## config.mk

```make
export PLATFORM = sky130hd
export DESIGN_NAME = nes_audio_dac
export DESIGN_NICKNAME = d
export VERILOG_FILES = /design/src/rtl/nes_audio_dac.sv
export SDC_FILE = /design/constraint.sdc
export NUM_CORES = 1
export LEC_CHECK = 0
export CAP_MARGIN = 0
export CORE_ASPECT_RATIO = 0.5
export CORE_UTILIZATION = 40
export CTS_CLUSTER_DIAMETER = 60
export DETAILED_ROUTE_END_ITERATION = 8
export PLACE_DENSITY = 0.59
export SLEW_MARGIN = 20
export SYNTH_ARGS = -nofsm -noshare
export SYNTH_HDL_FRONTEND = slang
export SYNTH_SLANG_ARGS = --single-unit
```

## constraint.sdc

```tcl
create_clock -name clock -period 14.55 [get_ports clock]
set_input_delay 4.365 -clock clock [delete_from_list [all_inputs] [get_ports clock]]
set_output_delay 4.365 -clock clock [all_outputs]
set_load 0.03 [all_outputs]
```

## src/rtl/nes_audio_dac.sv

```systemverilog
// nes_audio_dac: second-order sigma-delta modulator turning the NES APU mix into a PDM bit stream.
// Optional feature macro AUDIO_DCBLOCK_EN inserts a first-order DC-blocking high-pass before the modulator.
module nes_audio_dac #(
    parameter int IN_W     = 16,
    parameter int I1_W     = 20,
    parameter int I2_W     = 24,
    parameter int DC_SHIFT = 8
) (
    input  logic            clock,
    input  logic            reset,
    input  logic            cen,
    input  logic [IN_W-1:0] sample,
    input  logic            mute,
    output logic            audio_o,
    output logic            clip
);

    localparam logic [IN_W-1:0]        MIDSCALE = {1'b1, {(IN_W-1){1'b0}}};
    localparam logic signed [IN_W-1:0] FB_POS   = {1'b0, {(IN_W-1){1'b1}}};
    localparam logic signed [IN_W-1:0] FB_NEG   = {1'b1, {(IN_W-1){1'b0}}};
    localparam logic signed [I1_W-1:0] I1_MAX   = {1'b0, {(I1_W-1){1'b1}}};
    localparam logic signed [I1_W-1:0] I1_MIN   = {1'b1, {(I1_W-1){1'b0}}};
    localparam logic signed [I2_W-1:0] I2_MAX   = {1'b0, {(I2_W-1){1'b1}}};
    localparam logic signed [I2_W-1:0] I2_MIN   = {1'b1, {(I2_W-1){1'b0}}};

    // The integrator sums assume headroom for the input and feedback swings.
    if (I1_W < IN_W + 2 || I2_W < I1_W + 1 || DC_SHIFT < 1 || DC_SHIFT > IN_W) begin : g_param_check
        $error("nes_audio_dac: unsupported parameter combination");
    end

    logic [IN_W-1:0]        x_raw;
    logic                   mute_q;
    logic signed [IN_W-1:0] x_c;
    logic signed [IN_W-1:0] x_m;
    logic signed [IN_W-1:0] fb;
    logic signed [I1_W-1:0] i1;
    logic signed [I1_W-1:0] i1_next;
    logic signed [I2_W-1:0] i2;
    logic signed [I2_W-1:0] i2_next;
    logic signed [I1_W:0]   sum1;
    logic signed [I2_W:0]   sum2;
    logic                   sat1;
    logic                   sat2;

    // Mute is registered alongside the sample so both take effect on the same following update.
    always_ff @(posedge clock or posedge reset) begin
        if (reset) begin
            x_raw  <= MIDSCALE;
            mute_q <= 1'b0;
        end else begin
            if (cen) begin
                x_raw <= sample;
            end
            mute_q <= mute;
        end
    end

    always_comb begin
        x_c = '0;
        if (!mute_q) begin
            x_c = $signed({~x_raw[IN_W-1], x_raw[IN_W-2:0]});
        end
    end

`ifdef AUDIO_DCBLOCK_EN
    localparam int Y_W = IN_W + 2;

    logic signed [IN_W-1:0] x_prev;
    logic signed [Y_W-1:0]  y;
    logic signed [Y_W-1:0]  y_shr;
    logic signed [Y_W:0]    y_sum;
    logic signed [Y_W-1:0]  y_next;
    logic                   y_fits;

    always_comb begin
        y_shr = y >>> DC_SHIFT;
        y_sum = {{3{x_c[IN_W-1]}}, x_c} - {{3{x_prev[IN_W-1]}}, x_prev}
              + {y[Y_W-1], y} - {y_shr[Y_W-1], y_shr};
        y_next = y_sum[Y_W-1:0];
        if (y_sum[Y_W] != y_sum[Y_W-1]) begin
            y_next = y_sum[Y_W] ? {1'b1, {(Y_W-1){1'b0}}} : {1'b0, {(Y_W-1){1'b1}}};
        end
    end

    // The blocker state advances only with new samples, so its pole is set in cen periods.
    always_ff @(posedge clock or posedge reset) begin
        if (reset) begin
            x_prev <= '0;
            y      <= '0;
        end else if (cen) begin
            x_prev <= x_c;
            y      <= y_next;
        end
    end

    always_comb begin
        y_fits = (&y[Y_W-1:IN_W-1]) | ~(|y[Y_W-1:IN_W-1]);
        x_m    = y[IN_W-1:0];
        if (!y_fits) begin
            x_m = y[Y_W-1] ? FB_NEG : FB_POS;
        end
    end
`else
    always_comb begin
        x_m = x_c;
    end
`endif

    // Both integrators saturate instead of wrapping; a wrap would flip the loop's sign and lock it up.
    always_comb begin
        fb   = audio_o ? FB_POS : FB_NEG;
        sat1 = 1'b0;
        sat2 = 1'b0;

        sum1 = {i1[I1_W-1], i1}
             + {{(I1_W+1-IN_W){x_m[IN_W-1]}}, x_m}
             - {{(I1_W+1-IN_W){fb[IN_W-1]}}, fb};
        i1_next = sum1[I1_W-1:0];
        if (sum1[I1_W] != sum1[I1_W-1]) begin
            sat1    = 1'b1;
            i1_next = sum1[I1_W] ? I1_MIN : I1_MAX;
        end

        sum2 = {i2[I2_W-1], i2}
             + {{(I2_W+1-I1_W){i1_next[I1_W-1]}}, i1_next}
             - {{(I2_W+1-IN_W){fb[IN_W-1]}}, fb};
        i2_next = sum2[I2_W-1:0];
        if (sum2[I2_W] != sum2[I2_W-1]) begin
            sat2    = 1'b1;
            i2_next = sum2[I2_W] ? I2_MIN : I2_MAX;
        end
    end

    always_ff @(posedge clock or posedge reset) begin
        if (reset) begin
            i1      <= '0;
            i2      <= '0;
            audio_o <= 1'b0;
            clip    <= 1'b0;
        end else begin
            i1      <= i1_next;
            i2      <= i2_next;
            audio_o <= ~i2_next[I2_W-1];
            clip    <= sat1 | sat2;
        end
    end

endmodule

```

# After elaboration in Yosys (flattened, before gate mapping)
# Index checks and enable logic that the tools add are counted.
dict set report word_totals {
  regBits 63
  latchBits 0
  mem_bits_rw 0
  romBits 0
  inputBits 20
  out_inout_bits 2
  wordCells 23
  n_memories 0
}
dict set report op_classes {
  add_sub_neg 4
  mul 0
  div 0
  order_cmp 0
  n_eq_ne 2
  n_shift 0
  muxes 8
  bitwise 3
  reduce_logical 0
}
# operator count
set ops {}
lappend ops {{$mux 24} 2}
lappend ops {{$mux 20} 2}
lappend ops {{$mux 16} 2}
lappend ops {{$add 24x20->25} 1}
lappend ops {{$sub 25x25->25} 1}
lappend ops {{$add 20x16->21} 1}
lappend ops {{$sub 21x21->21} 1}
lappend ops {{$mux 1} 2}
lappend ops {{$ne 1x1->1} 2}
lappend ops {{$not 1->1} 2}
lappend ops {{$or 1x1->1} 1}

# Longest topological paths before layout
dict set report logic_depth {
  word_depth 11
  depth_mapped 31
}

# Worst setup path after synthesis
# OpenSTA, ideal clock, no wires.
dict set report synth_timing {
  path_type {register to register}
  startpoint {reg audio_o}
  endpoint {reg i2[10]}
  setup_time_ns 0.131
  t_arrival_ns 7.995
  path_slack_ns 6.424
  stages_incl_launch_ff 26
  n_path_buf 2
  synth_period_minus_slack_ns 8.126
  cell_sequence {dfrtp_1 > inv_1 > fa_1 > inv_1 > ha_1 > a21o_1 > a21oi_1 > o21a_1 > o21ai_0 > a31oi_1 > xnor2_1 > inv_1 > ha_1 > clkbuf_1 > clkbuf_1 > o21ai_0 > fa_1 > fa_1 > a21o_1 > o2bb2ai_1 > o311a_2 > a22oi_2 > o311ai_4 > xor2_2 > inv_4 > maj3_1}
}
dict set report synth_between {
  elab_chain_len 8
  word_cells_on_any_way 10
  cone_classes {add/sub: 3; eq/ne: 2; mux: 5}
}
# element line_no
set synth_lines {}
lappend synth_lines {{from (decl)} 14} ;# output logic audio_o,
lappend synth_lines {{from (signal assigned)} 143} ;# audio_o <= ~i2_next[I2_W-1];
lappend synth_lines {{$mux 16 (*)} 111} ;# fb = audio_o ? FB_POS : FB_NEG;
lappend synth_lines {{$sub 21x21->21 (*)} 117} ;# - {{(I1_W+1-IN_W){fb[IN_W-1]}}, fb};
lappend synth_lines {{$mux 20 or $ne 1x1->1 (tied branches)} {121, 119}}
lappend synth_lines {{$mux 20 (*)} 119} ;# if (sum1[I1_W] != sum1[I1_W-1]) begin
lappend synth_lines {{via i1_next[1]} 37} ;# logic signed [I1_W-1:0] i1_next;
lappend synth_lines {{$add 24x20->25 (*)} 125} ;# + {{(I2_W+1-I1_W){i1_next[I1_W-1]}}, i1_next}
lappend synth_lines {{$sub 25x25->25 (*)} 126} ;# - {{(I2_W+1-IN_W){fb[IN_W-1]}}, fb};
lappend synth_lines {{$mux 24 or $ne 1x1->1 (tied branches)} {130, 128}}
lappend synth_lines {{$mux 24 (*)} 128} ;# if (sum2[I2_W] != sum2[I2_W-1]) begin
lappend synth_lines {{via i2_next[10]} 39} ;# logic signed [I2_W-1:0] i2_next;
lappend synth_lines {{to (signal assigned)} 142} ;# i2 <= i2_next;
lappend synth_lines {{to (decl)} 38} ;# logic signed [I2_W-1:0] i2;
# The timed path passes the listed nets; every way through them passes the cells marked *.
# A chain may end at the register's enable or synchronous reset.

# Worst setup path in the final report
dict set report layout_timing {
  startpoint {reg audio_o}
  endpoint {reg i2[19]}
}
# Same word-level chain as after synthesis.

==> impl_results.md <==
* Status: finished clean
* Top post-synthesis cells by count: inv_1 (111), dfrtp_1 (62), ha_1 (48), a21oi_1 (47), fa_1 (44)
* Final Cycle Share at 52.5%
* Clk slew on worst S/H paths at 0.06 ns
* Post-synth EDFFs at 0
* Latest clock arrival within the worst-skew pair at 0.33 ns
* Horiz. Die Dim at 172 um
* Largest area contributor in the netlist: dfrtp_1
* Fmax at 131 MHz
* WHS Path Cells at 1
* Final ANT Viol Nets at 0
* Worst hold path type: flip-flop to flip-flop
* CP startpoint: audio_o
* RR Startpoint: audio_o
* Ys Warns at 0
* Cells after Synth at 620
* Multi-input combinational cell area at 3700 um2
* Final GP Congestion at 0.883
* Sequential Area at 1580 um2
* Yosys top cell area share at 26.8%
* Hold path startpoint: x_raw[2]
* Hold_buf cts at 0
* Yosys cell types at 58
* CP Capture Type: flip-flop
* Seq/Total Area, Yosys at 27.2%
* Top cells by area, synth: dfrtp_1 (27%), fa_1 (15%), ha_1 (10%)
* Vias after detailed routing at 4264
* # IOs at 22
* Clk root buf: clkbuf_16
* Final setup fails at 0
* Clk_skew at 0.0124 ns
* Wirelength, routed at 12700 um
* Area delta synth->final at 12.2%
* Vias in the first global route at 4138
* H-tree depth at 3
* CTS Buf Count at 9
* RSZ-0062 raised after global routing: no
* DIE HEIGHT at 87.1 um
* Initial core utilization at 41.9%
* Post-CTS setup buffers at 0
* Setup CP Type: flip-flop to flip-flop
* Max cap viols at 0
* Clk sink count at 63
* Fraction of layout cells with a size suffix above 1 at 8.72%
* Ant. Diodes at 0
* Filler cells at 1297
* Setup TNS at 0 ns
* CTS tree: done
* Mapped Nets at 732
* Detailed Routing Iterations Pass 1 at 5
* Area of the core at 13900 um2
* Required @ worst endpoint at 14.80 ns
* Port Buffers at 21
* Post-Syn Area per Cell at 9.35 um2
* DPL Wire Length at 10000 um
* Slew headroom at 37.7%
* Standard-cell rows at 30
* Fraction of registers with async set/reset at 100%
* Synth Cell Area at 5800 um2
* Worst reg2reg path depth at 23
* Drc violations at 0
* Drt first-iter violations at 264
* Deepest clock path buffer count at 2
* GRT Util Overall at 18.6%
* Crit Path Max Fanout at 26
* First-pass GRT wire length at 21200 um
* Critical path launch point type: flip-flop
* Largest net degree at the start of global routing at 64
* Hold Vio Cnt, Final at 0
* Die area at 15000 um2
* Antenna violations before repair at 0
* Fin. max-slew vios at 0
* Final nets at 749
* Cell with the most instances after synthesis: inv_1
* CTS resizes at 0
* Period minus WS final at 7.64 ns
* Slew of the pin with the lowest slew margin at 0.934 ns
* Vias per std cell at 5.11
* Overflow after GRT at 0
* Crit path DAT at 7.89 ns
* Drt wl/cell at 15.2 um
* Yosys reg bits at 63
* Top FF cell, synth: dfrtp_1
[path summary, 6_finish.rpt]
path / to / slack (ns)
max in group asynchronous: i1[6] / 9.42
setup / recovery: i2[19] / 6.91
hold reg to reg: x_raw[2] / 0.51
hold / removal: x_raw[2] / 0.51
setup reg to reg: i2[19] / 6.91
min in group asynchronous: i2[0] / 4.60
[metrics by stage]
step                instance area, um2  hold WS [ns]  util (%)  std cells  setup slack, ns
global route                      6510         0.528      47.0        834             6.20
floorplan                         5800         0.473         -        620             6.42
detailed placement                6170         0.489      44.6        818             6.84
CTS                               6510         0.512      47.0        834             6.82
finish                            6510         0.509      47.0        834             6.91
global placement                  6170         0.497      44.6        818             6.93
[state kept, by name (all words and copies together) (netlist names)]
register,count
audio_o,1
clip,1
i1,20
i2,24
mute_q,1
x_raw,16
[kinds of logic after synthesis]
family,share of synthesized area (%)
and+or+nand+nor,9.91
muxes,3.28
adders and majority gates,26.1
xor gates and xnor gates,6.32
buffers and inverters,8.93
DFF,27.2
AOI/OAI and AO/OA,18.3
[placed cells by master, fill, tap and decap left out, types with 9 or more instances in the layout]
cell	Yosys	routed
nor2_1	23	23
a21oi_1	47	47
a21o_1	13	13
fa_1	44	44
clkbuf_16	0	9
ha_1	48	48
clkdlybuf4s50_1	0	21
dfrtp_1	62	62
xnor2_1	23	23
xor2_1	17	17
nand2_1	28	28
nand2b_1	20	20
inv_1	111	109
o21ai_0	40	40
and3_1	9	9
nand3_1	10	10
mux2_2	16	16
[critical path: stages (launching register included)]
cell and delay, ns:
dfrtp_1 0.35, buf_4 0.25, inv_2 0.73, fa_1 0.53, inv_1 0.07, ha_1 0.27, a21o_1 0.17, a21oi_1 0.25
o21a_1 0.16, o21ai_0 0.07, a31oi_1 0.18, xnor2_1 0.21, inv_1 0.11, ha_1 0.59, nand2_1 0.35, o21ai_0 0.43
fa_1 0.56, ha_1 0.40, and3_1 0.24, nand2_1 0.08, o22a_1 0.29, o311ai_4 0.59, nand2_2 0.39, a21oi_1 0.25
[layer usage]
metal	global-route usage, %	share of wire, %
met4	3.86	0.67
met5	0	0
met1	27.7	54
met2	27.2	41
met3	4.54	4.1
[layout make-up]
cell class,instances,share of cell area (%)
clock buffer,12,3.94
clock inverter,4,1.19
inverter,113,6.56
multi-input combinational,427,56.9
sequential,63,24.2
tap,192,3.69
timing repair buffer,23,3.46
Power is not shown: default switching activity piles up to over one toggle a cycle in this logic, so the estimate is an artifact.
